--- src/rtl/dpe_pkg.sv ---
// dpe_pkg: shared constants, FSM state type and round-robin helper for the DPE ingress arbiter
package dpe_pkg;
   localparam int DEF_NUM_SRC = 5;
   localparam int SRC_CPU  = 0;
   localparam int SRC_ETH1 = 1;
   localparam int SRC_ETH2 = 2;
   localparam int SRC_ETH3 = 3;
   localparam int SRC_ETH4 = 4;
   typedef enum logic {IDLE, PASS} state_t;
   function automatic logic [2:0] rr_idx(input logic [2:0] base, input int k, input int n);
      return 3'((int'(base) + k) % n);
   endfunction
endpackage

--- src/rtl/dpe_ingress_arb_if.sv ---
// dpe_ingress_arb_if: ingress AXI-Stream sources, merged egress stream and status of the arbiter
interface dpe_ingress_arb_if #(
   parameter int DATA_W  = 64,
   parameter int NUM_SRC = 5
);
   logic [NUM_SRC*DATA_W-1:0]   s_tdata;
   logic [NUM_SRC*DATA_W/8-1:0] s_tkeep;
   logic [NUM_SRC-1:0]          s_tvalid;
   logic [NUM_SRC-1:0]          s_tlast;
   logic [NUM_SRC-1:0]          s_tready;
   logic [DATA_W-1:0]           m_tdata;
   logic [DATA_W/8-1:0]         m_tkeep;
   logic                        m_tvalid;
   logic                        m_tlast;
   logic [2:0]                  m_tuser;
   logic                        m_tready;
   logic                        pause;
   logic                        is_idle;
   logic [15:0]                 frm_cnt;
   modport master (
      output s_tdata, s_tkeep, s_tvalid, s_tlast, m_tready, pause,
      input  s_tready, m_tdata, m_tkeep, m_tvalid, m_tlast, m_tuser, is_idle, frm_cnt
   );
   modport slave (
      input  s_tdata, s_tkeep, s_tvalid, s_tlast, m_tready, pause,
      output s_tready, m_tdata, m_tkeep, m_tvalid, m_tlast, m_tuser, is_idle, frm_cnt
   );
endinterface

--- src/rtl/dpe_skid_buf.sv ---
// dpe_skid_buf: two-entry registered skid buffer, full throughput with a fully registered output
module dpe_skid_buf #(
   parameter int DATA_W = 64
) (
   input  logic              clk,
   input  logic              arst_n,
   input  logic              in_valid,
   output logic              in_ready,
   input  logic [DATA_W-1:0] in_data,
   output logic              out_valid,
   input  logic              out_ready,
   output logic [DATA_W-1:0] out_data,
   output logic              empty
);
   logic              live;
   logic              skid_valid;
   logic [DATA_W-1:0] skid_data;
   // live keeps ready low while reset is held so no source handshakes during reset
   assign in_ready = live && !skid_valid;
   assign empty    = !out_valid && !skid_valid;
   always_ff @(posedge clk or negedge arst_n) begin
      if (!arst_n) begin
         live       <= 1'b0;
         out_valid  <= 1'b0;
         out_data   <= '0;
         skid_valid <= 1'b0;
         skid_data  <= '0;
      end else begin
         live <= 1'b1;
         if (out_ready || !out_valid) begin
            out_valid  <= skid_valid || (in_valid && in_ready);
            out_data   <= skid_valid ? skid_data : in_data;
            skid_valid <= 1'b0;
         end else if (in_valid && in_ready) begin
            skid_valid <= 1'b1;
            skid_data  <= in_data;
         end
      end
   end
endmodule

--- src/rtl/dpe_ingress_arb.sv ---
// dpe_ingress_arb: frame-atomic round-robin merge of NUM_SRC AXI-Stream ingress ports into one DPE stream
module dpe_ingress_arb
   import dpe_pkg::*;
#(
   parameter int DATA_W  = 64,
   parameter int NUM_SRC = DEF_NUM_SRC
) (
   input logic              clk,
   input logic              arst_n,
   dpe_ingress_arb_if.slave bus
);
   localparam int KW = DATA_W / 8;
   localparam int SW = DATA_W + KW + 4;
   state_t        state;
   logic [2:0]    last_grant, cur, win, sel;
   logic          win_ok, grant_vld, in_valid, in_ready, fire, skid_empty;
   logic [SW-1:0] m_bus;
   always_comb begin
      win    = '0;
      win_ok = 1'b0;
      for (int k = 1; k <= NUM_SRC; k++)
         if (!win_ok && bus.s_tvalid[rr_idx(last_grant, k, NUM_SRC)]) begin
            win_ok = 1'b1;
            win    = rr_idx(last_grant, k, NUM_SRC);
         end
   end
   // IDLE grants combinationally so the winner's first beat can go in the decision cycle
   assign sel          = state == PASS ? cur : win;
   assign grant_vld    = state == PASS || (win_ok && !bus.pause);
   assign in_valid     = grant_vld && bus.s_tvalid[sel];
   assign fire         = in_valid && in_ready;
   assign bus.s_tready = grant_vld && in_ready ? NUM_SRC'(1) << sel : '0;
   assign bus.is_idle  = state == IDLE && skid_empty;
   assign {bus.m_tuser, bus.m_tlast, bus.m_tkeep, bus.m_tdata} = m_bus;
   dpe_skid_buf #(.DATA_W(SW)) u_skid (
      .clk       (clk),
      .arst_n    (arst_n),
      .in_valid  (in_valid),
      .in_ready  (in_ready),
      .in_data   ({sel, bus.s_tlast[sel], bus.s_tkeep[sel*KW +: KW], bus.s_tdata[sel*DATA_W +: DATA_W]}),
      .out_valid (bus.m_tvalid),
      .out_ready (bus.m_tready),
      .out_data  (m_bus),
      .empty     (skid_empty)
   );
   always_ff @(posedge clk or negedge arst_n) begin
      if (!arst_n) begin
         state       <= IDLE;
         last_grant  <= 3'(NUM_SRC - 1);
         cur         <= '0;
         bus.frm_cnt <= '0;
      end else begin
         if (state == IDLE && grant_vld) begin
            cur        <= win;
            last_grant <= win;
         end
         // a single-beat frame taken in the grant cycle never leaves IDLE
         state <= fire && bus.s_tlast[sel] ? IDLE : (grant_vld ? PASS : state);
         if (bus.m_tvalid && bus.m_tready && bus.m_tlast)
            bus.frm_cnt <= bus.frm_cnt + 16'd1;
      end
   end
endmodule

--- src/flat_wrapper.sv ---
// flat-port wrapper written by rule: the top's interface ports become plain ports
module dpe_ingress_arb_flat import dpe_pkg::*;
#(
   parameter int DATA_W  = 64,
   parameter int NUM_SRC = DEF_NUM_SRC
)
  (clk, arst_n, bus_s_tdata, bus_s_tkeep, bus_s_tvalid, bus_s_tlast, bus_m_tready, bus_pause, bus_s_tready, bus_m_tdata, bus_m_tkeep, bus_m_tvalid, bus_m_tlast, bus_m_tuser, bus_is_idle, bus_frm_cnt);
  dpe_ingress_arb_if #(.DATA_W(DATA_W), .NUM_SRC(NUM_SRC)) bus_i ();
  input logic clk;
  input logic arst_n;
  input wire logic [$bits(bus_i.s_tdata)-1:0] bus_s_tdata;
  input wire logic [$bits(bus_i.s_tkeep)-1:0] bus_s_tkeep;
  input wire logic [$bits(bus_i.s_tvalid)-1:0] bus_s_tvalid;
  input wire logic [$bits(bus_i.s_tlast)-1:0] bus_s_tlast;
  input wire logic [$bits(bus_i.m_tready)-1:0] bus_m_tready;
  input wire logic [$bits(bus_i.pause)-1:0] bus_pause;
  output wire logic [$bits(bus_i.s_tready)-1:0] bus_s_tready;
  output wire logic [$bits(bus_i.m_tdata)-1:0] bus_m_tdata;
  output wire logic [$bits(bus_i.m_tkeep)-1:0] bus_m_tkeep;
  output wire logic [$bits(bus_i.m_tvalid)-1:0] bus_m_tvalid;
  output wire logic [$bits(bus_i.m_tlast)-1:0] bus_m_tlast;
  output wire logic [$bits(bus_i.m_tuser)-1:0] bus_m_tuser;
  output wire logic [$bits(bus_i.is_idle)-1:0] bus_is_idle;
  output wire logic [$bits(bus_i.frm_cnt)-1:0] bus_frm_cnt;
  assign bus_i.s_tdata = bus_s_tdata;
  assign bus_i.s_tkeep = bus_s_tkeep;
  assign bus_i.s_tvalid = bus_s_tvalid;
  assign bus_i.s_tlast = bus_s_tlast;
  assign bus_i.m_tready = bus_m_tready;
  assign bus_i.pause = bus_pause;
  assign bus_s_tready = bus_i.s_tready;
  assign bus_m_tdata = bus_i.m_tdata;
  assign bus_m_tkeep = bus_i.m_tkeep;
  assign bus_m_tvalid = bus_i.m_tvalid;
  assign bus_m_tlast = bus_i.m_tlast;
  assign bus_m_tuser = bus_i.m_tuser;
  assign bus_is_idle = bus_i.is_idle;
  assign bus_frm_cnt = bus_i.frm_cnt;
  dpe_ingress_arb #(.DATA_W(DATA_W), .NUM_SRC(NUM_SRC)) u_core (.clk(clk), .arst_n(arst_n), .bus(bus_i));
endmodule
--- config.mk ---
export PLATFORM = sky130hd
export DESIGN_NAME = dpe_ingress_arb_flat
export DESIGN_NICKNAME = d
export VERILOG_FILES = /design/src/rtl/dpe_pkg.sv /design/src/rtl/dpe_ingress_arb_if.sv /design/src/rtl/dpe_skid_buf.sv /design/src/rtl/dpe_ingress_arb.sv /design/src/flat_wrapper.sv
export SDC_FILE = /design/constraint.sdc
export NUM_CORES = 1
export LEC_CHECK = 0
export CAP_MARGIN = 20
export CORE_AREA = 2 2 184 186
export CTS_CLUSTER_SIZE = 8
export DETAILED_ROUTE_END_ITERATION = 10
export DIE_AREA = 0 0 186 188
export GPL_TIMING_DRIVEN = 0
export PLACE_DENSITY = 0.73
export SYNTH_ARGS = -nofsm -noshare
export SYNTH_HDL_FRONTEND = slang
export SYNTH_SLANG_ARGS = --single-unit
--- constraint.sdc ---
create_clock -name clk -period 6.8 [get_ports clk]
set_clock_uncertainty 0.05 [all_clocks]
set_input_delay 1.36 -clock clk [delete_from_list [all_inputs] [get_ports clk]]
set_output_delay 1.36 -clock clk [all_outputs]
set_load 0.03 [all_outputs]
Word-level counts from Yosys, hierarchy flattened
Index checks and enable logic that the tools add are counted.
{"block": "op_classes", "n_addsub": 6, "div_mod_pow": 5, "order_cmp": 6, "shift": 3, "mux": 31, "bitwise_logic": 2, "reduce_logical": 28}
{"operator": "320-bit by 10-bit indexed part select with 64-bit output", "count": 1}
{"operator": "32-bit by 4-bit modulo with 32-bit output (second input constant)", "count": 5}
{"operator": "76-bit 2-to-1 mux", "count": 1}
{"operator": "40-bit by 7-bit indexed part select with 8-bit output", "count": 1}
{"operator": "3-bit by 4-bit less-than comparator with 1-bit output (second input constant)", "count": 6}
{"operator": "1-bit binary-select mux with 3-bit select", "count": 7}
{"operator": "3-bit 2-to-1 mux", "count": 6}
{"operator": "16-bit by 1-bit adder with 16-bit output (second input constant)", "count": 1}
{"operator": "1-bit 2-to-1 mux", "count": 16}
{"operator": "1-bit logical AND", "count": 15}
{"operator": "3-bit by 2-bit adder with 4-bit output (second input constant)", "count": 2}
{"operator": "3-bit by 3-bit adder with 4-bit output (second input constant)", "count": 2}
{"operator": "1-bit logical NOT", "count": 7}
{"operator": "5-bit 2-to-1 mux", "count": 1}
{"operator": "1-bit by 3-bit << shifter with 5-bit output (first input constant)", "count": 1}
{"operator": "3-bit by 1-bit adder with 4-bit output (second input constant)", "count": 1}
{"operator": "2-bit nonzero test", "count": 2}
{"operator": "1-bit logical OR", "count": 3}
{"operator": "1-bit inverter", "count": 2}
{"operator": "2-bit AND reduction", "count": 1}
{"block": "totals", "ff_bits": 178, "input_bits": 374, "output_inout_bits": 99, "word_cells": 90}

Longest topological paths before layout
{"block": "depth", "ltp_word": 24, "ltp_mapped": 23, "depth_no_buf": 19}

Modules after synthesis
Synthesis repeated with hierarchy kept, for this count alone.
{"block": "hier_totals", "cells_unflattened": 1259, "hier_area_um2": 12844.8}
{"mod": "dpe_ingress_arb", "n_inst": 1, "cells_each": 756, "area_per_inst_um2": 6427.4, "seq_area_each_um2": 526.8}
{"mod": "dpe_skid_buf", "n_inst": 1, "cells_each": 503, "area_per_inst_um2": 6417.4, "seq_area_each_um2": 3878.7}

Least setup slack after synthesis
Ideal clock, no wire load.
{"block": "synth_path", "kind": "register to output", "startpoint": "register u_core.cur[0]", "endpoint": "output port bus_s_tready[0]", "arrival_time_ns": 5.543, "t_required_ns": 5.390, "path_slack_ns": -0.153, "stages_incl_launch_ff": 22, "n_path_buf": 4, "path_cell_list": "dfrtp_1 inv_1 buf_1 ha_1 xnor2_2 inv_2 ha_1 inv_1 ha_1 or4bb_1 o211a_1 and2_1 a221oi_1 o311ai_1 a2111oi_0 o21a_1 o41a_1 buf_2 buf_2 buf_1 inv_1 nor3_1"}
{"block": "synth_via", "elab_chain_len": 3}
{"item": "start: declaration", "line_no": "dpe_ingress_arb.sv:15", "rtl": "logic [2:0] last_grant, cur, win, sel;"}
{"item": "start signal: assignment", "line_no": "dpe_ingress_arb.sv:54", "rtl": "cur <= win;"}
{"item": "3-bit 2-to-1 mux", "line_no": "dpe_ingress_arb.sv:28", "rtl": "assign sel = state == PASS ? cur : win;"}
{"item": "1-bit by 3-bit << shifter with 5-bit output", "line_no": "dpe_ingress_arb.sv:32", "rtl": "assign bus.s_tready = grant_vld && in_ready ? NUM_SRC'(1) << sel : '0;"}
{"item": "5-bit 2-to-1 mux", "line_no": "dpe_ingress_arb.sv:32"}
{"item": "end: declaration", "line_no": "flat_wrapper.sv:17", "rtl": "output wire logic [$bits(bus_i.s_tready)-1:0] bus_s_tready;"}
Every way passes these cells.

Final worst setup path
{"block": "layout_path", "startpoint": "register u_core.cur[0]", "endpoint": "output port bus_s_tready[2]"}
Same word-level chain as after synthesis.

==> results_dict.tcl <==
set metrics [dict create \
    outcome "complete, no violations" \
    drv_cap 0 \
    dr.pass1.iters 6 \
    path_clk_slew_ns 0.07 \
    synth_edf_count 0 \
    synth.most_common_cell "mux2i_1" \
    clock_latency_ns 0.44 \
    postLayoutCellArea_um2 19800 \
    ys_seq_area_share_pct 33.2 \
    synthFlopType "dfrtp_1" \
    reg2reg_from "u_core.cur[0]$_DFFE_PN0P_" \
    fin_util_pct 59.7 \
    grt_max_degree 112 \
    async_reset_ff_share_pct 100 \
    cts_num_sinks 176 \
    vdd_ir_drop_max_mv 0.344 \
    min_period_ns 6.67 \
    grt_pass1_vias 14500 \
    gp_routability_congestion 0.956 \
    cts_tree "done" \
    die_h_um 188 \
    placed_area_um2 18600 \
    start_util_pct 40.0 \
    worst-path-max-fanout 19 \
    area_growth_syn_to_layout_pct 49.2 \
    cts-root-buf "clkbuf_16" \
    max_freq_mhz 150 \
    holdBufCountCts 0 \
    critPathKind "reg -> out" \
    synth_area_um2 13300 \
    clock_path_buffers 2 \
    finalHoldViolCount 0 \
    port_buffers 471 \
    worstMarginPinSlew_ns 1.06 \
    netlist.area_leader.share_pct 33.0 \
    routedWlPerCell_um 22.7 \
    ys_warn_count 0 \
    relSlewSlack_pct 29.5 \
    grt_usage_pct 31.7 \
    power_density_nw_per_um2 569 \
    worstHoldStart "u_core.bus.frm_cnt[15]$_DFFE_PN0P_" \
    overflow 0 \
    report.power.total_mw 11.2 \
    ant_nets 0 \
    core_region_area_um2 33100 \
    fp.dieW_um 186 \
    yosysTopAreaCell "dfrtp_1" \
    worst_setup_path_end_kind "primary output" \
    synth_area_leaders "dfrtp_1 (33%), mux2i_1 (17%), a21oi_1 (6.4%)" \
    cp-start-kind "flop" \
    die_area_um2 35000 \
    holdWs_ns 0.420 \
    wl_mm 57.1 \
    vias 14600 \
    critPathArrivalTime_ns 5.26 \
    route.detailed.drc 0 \
    hold_class "reg -> reg" \
    num_io_pins 473 \
    syn_area_per_cell_um2 8.71 \
    setup_viol 0 \
    setup-tns-final_ns 0 \
    htreeDepth 4 \
    synth_nets 1919 \
    antenna_found_initial 7 \
    viasPerCell 5.83 \
    ys_types 84 \
    grt_pass1_wl_mm 84.8 \
    synth_cells 1521 \
    hpwl_mm 44.2 \
    drtIter0Drc 1347 \
    rows 67 \
    yosys_register_bits 176 \
    drive_above_1_share_pct 10.3 \
    min_period_over_period_pct 98.1 \
    numCtsBuffers 17 \
    slew_viol_final 0 \
    critPathLaunch "u_core.cur[0]$_DFFE_PN0P_" \
    layout.nets 2445 \
    power_leakage_nw 8.45 \
    cp.required_ns 5.39 \
    synthTopCellsByCount "mux2i_1 (230), dfrtp_1 (175), a21oi_1 (170)" \
]
through the flow:
stage                     setup slack [ns]  std cells
final                                0.129       2512
after detailed placement             -2.22       2442
after global placement               -2.96       2440
after floorplan                     -0.153       1521
after global routing               -0.0401       2511
after CTS                           0.0246       2492
repair_timing:
action | 4_1_cts | 5_1_grt
setup endpoints to repair | 160 | 5
resized for setup | 96 | 19
cloned | 1 | 0
buffers inserted | 17 | 18
pin swaps | 11 | 14
per-layer routing:
| metal | vias up | part of all wire [%] | track usage (%) |
|---|---|---|---|
| li1 | 6725 | - | - |
| met1 | 7129 | 41 | 40.1 |
| met2 | 675 | 48 | 52.8 |
| met3 | 105 | 7.5 | 6.78 |
| met4 | 8 | 3.4 | 12.0 |
| met5 | - | 0.080 | 0 |
kinds of logic after synthesis:
| logic type | after synthesis | synth area share (%) |
|---|---|---|
| simple gates | 469 | 19.9 |
| compound gates | 408 | 18.2 |
| mux | 242 | 18.6 |
| flops | 176 | 33.2 |
| buf+inv | 176 | 6.01 |
| xor+xnor | 25 | 1.77 |
| fa+ha+maj | 24 | 2.27 |
| other cells | 1 | 0.0283 |
critical path: stages, from the launching register on:
cell      delay (ns)
dfrtp_2         0.43
inv_2           0.10
buf_12          0.16
ha_4            0.18
xnor2_4         0.23
clkinv_4        0.08
buf_4           0.15
ha_1            0.26
or2_2           0.33
o211ai_1        0.29
buf_4           0.19
buf_4           0.11
nand3_1         0.08
a31oi_2         0.27
nor3_2          0.12
a211oi_4        0.37
buf_4           0.18
nor4_2          0.04
buf_4           0.14
a311oi_2        0.33
nor2_4          0.10
clkbuf_8        0.24
nor3_1          0.20
buf_4           0.19
final timing paths:
path / slack (ns) / to / depth (start not counted)
max in group asynchronous: 4.93 / u_core.cur[1]$_DFFE_PN0P_ / 2
min in group asynchronous: 0.80 / u_core.u_skid.out_data[46]$_DFFE_PN0N_ / 1
max: 0.13 / bus_s_tready[2] / 23
min reg2reg: 0.42 / u_core.bus.frm_cnt[15]$_DFFE_PN0P_ / 1
min: 0.42 / u_core.bus.frm_cnt[15]$_DFFE_PN0P_ / 1
max reg2reg: 0.48 / u_core.u_skid.skid_data[3]$_DFFE_PN0P_ / 23
placed cells by master (no fill, tap or decap), types with 73 or more instances in the layout:
cell type and n:
a21oi_1 167, a31oi_1 74, clkdlybuf4s50_1 465, dfrtp_1 173, mux2i_1 230, nand2_1 112, nand3b_1 74, nor3_1 86
nor4_1 73, o21ai_0 90
flip-flops by register name, indices dropped and copies added, names as in the netlist:
register,count
u_core.bus.frm_cnt,16
u_core.u_skid.skid_valid,1
u_core.cur,3
u_core.u_skid.live,1
u_core.u_skid.skid_data,76
u_core.state,1
u_core.last_grant,1
u_core.u_skid.out_valid,1
u_core.u_skid.out_data,76
area by class of cell:
type	count	area, um2
fill	2976	13300
multi-input combinational	1170	8310
timing repair buffer	508	5010
sequential	176	4410
buffer	151	781
tap	448	561
clock buffer	18	439
clock inverter	14	149
inverter	23	103
antenna	4	10.0
report_power, final:
| part | total, mW | internal [mW] | switching [mW] | leakage (nW) |
|---|---|---|---|---|
| sequential | 1.86 | 1.58 | 0.287 | 2.09 |
| clock | 0.979 | 0.500 | 0.479 | 0.290 |
| combinational | 8.41 | 3.39 | 5.02 | 6.07 |
No activity file was read; power rests on OpenSTA's default activity.
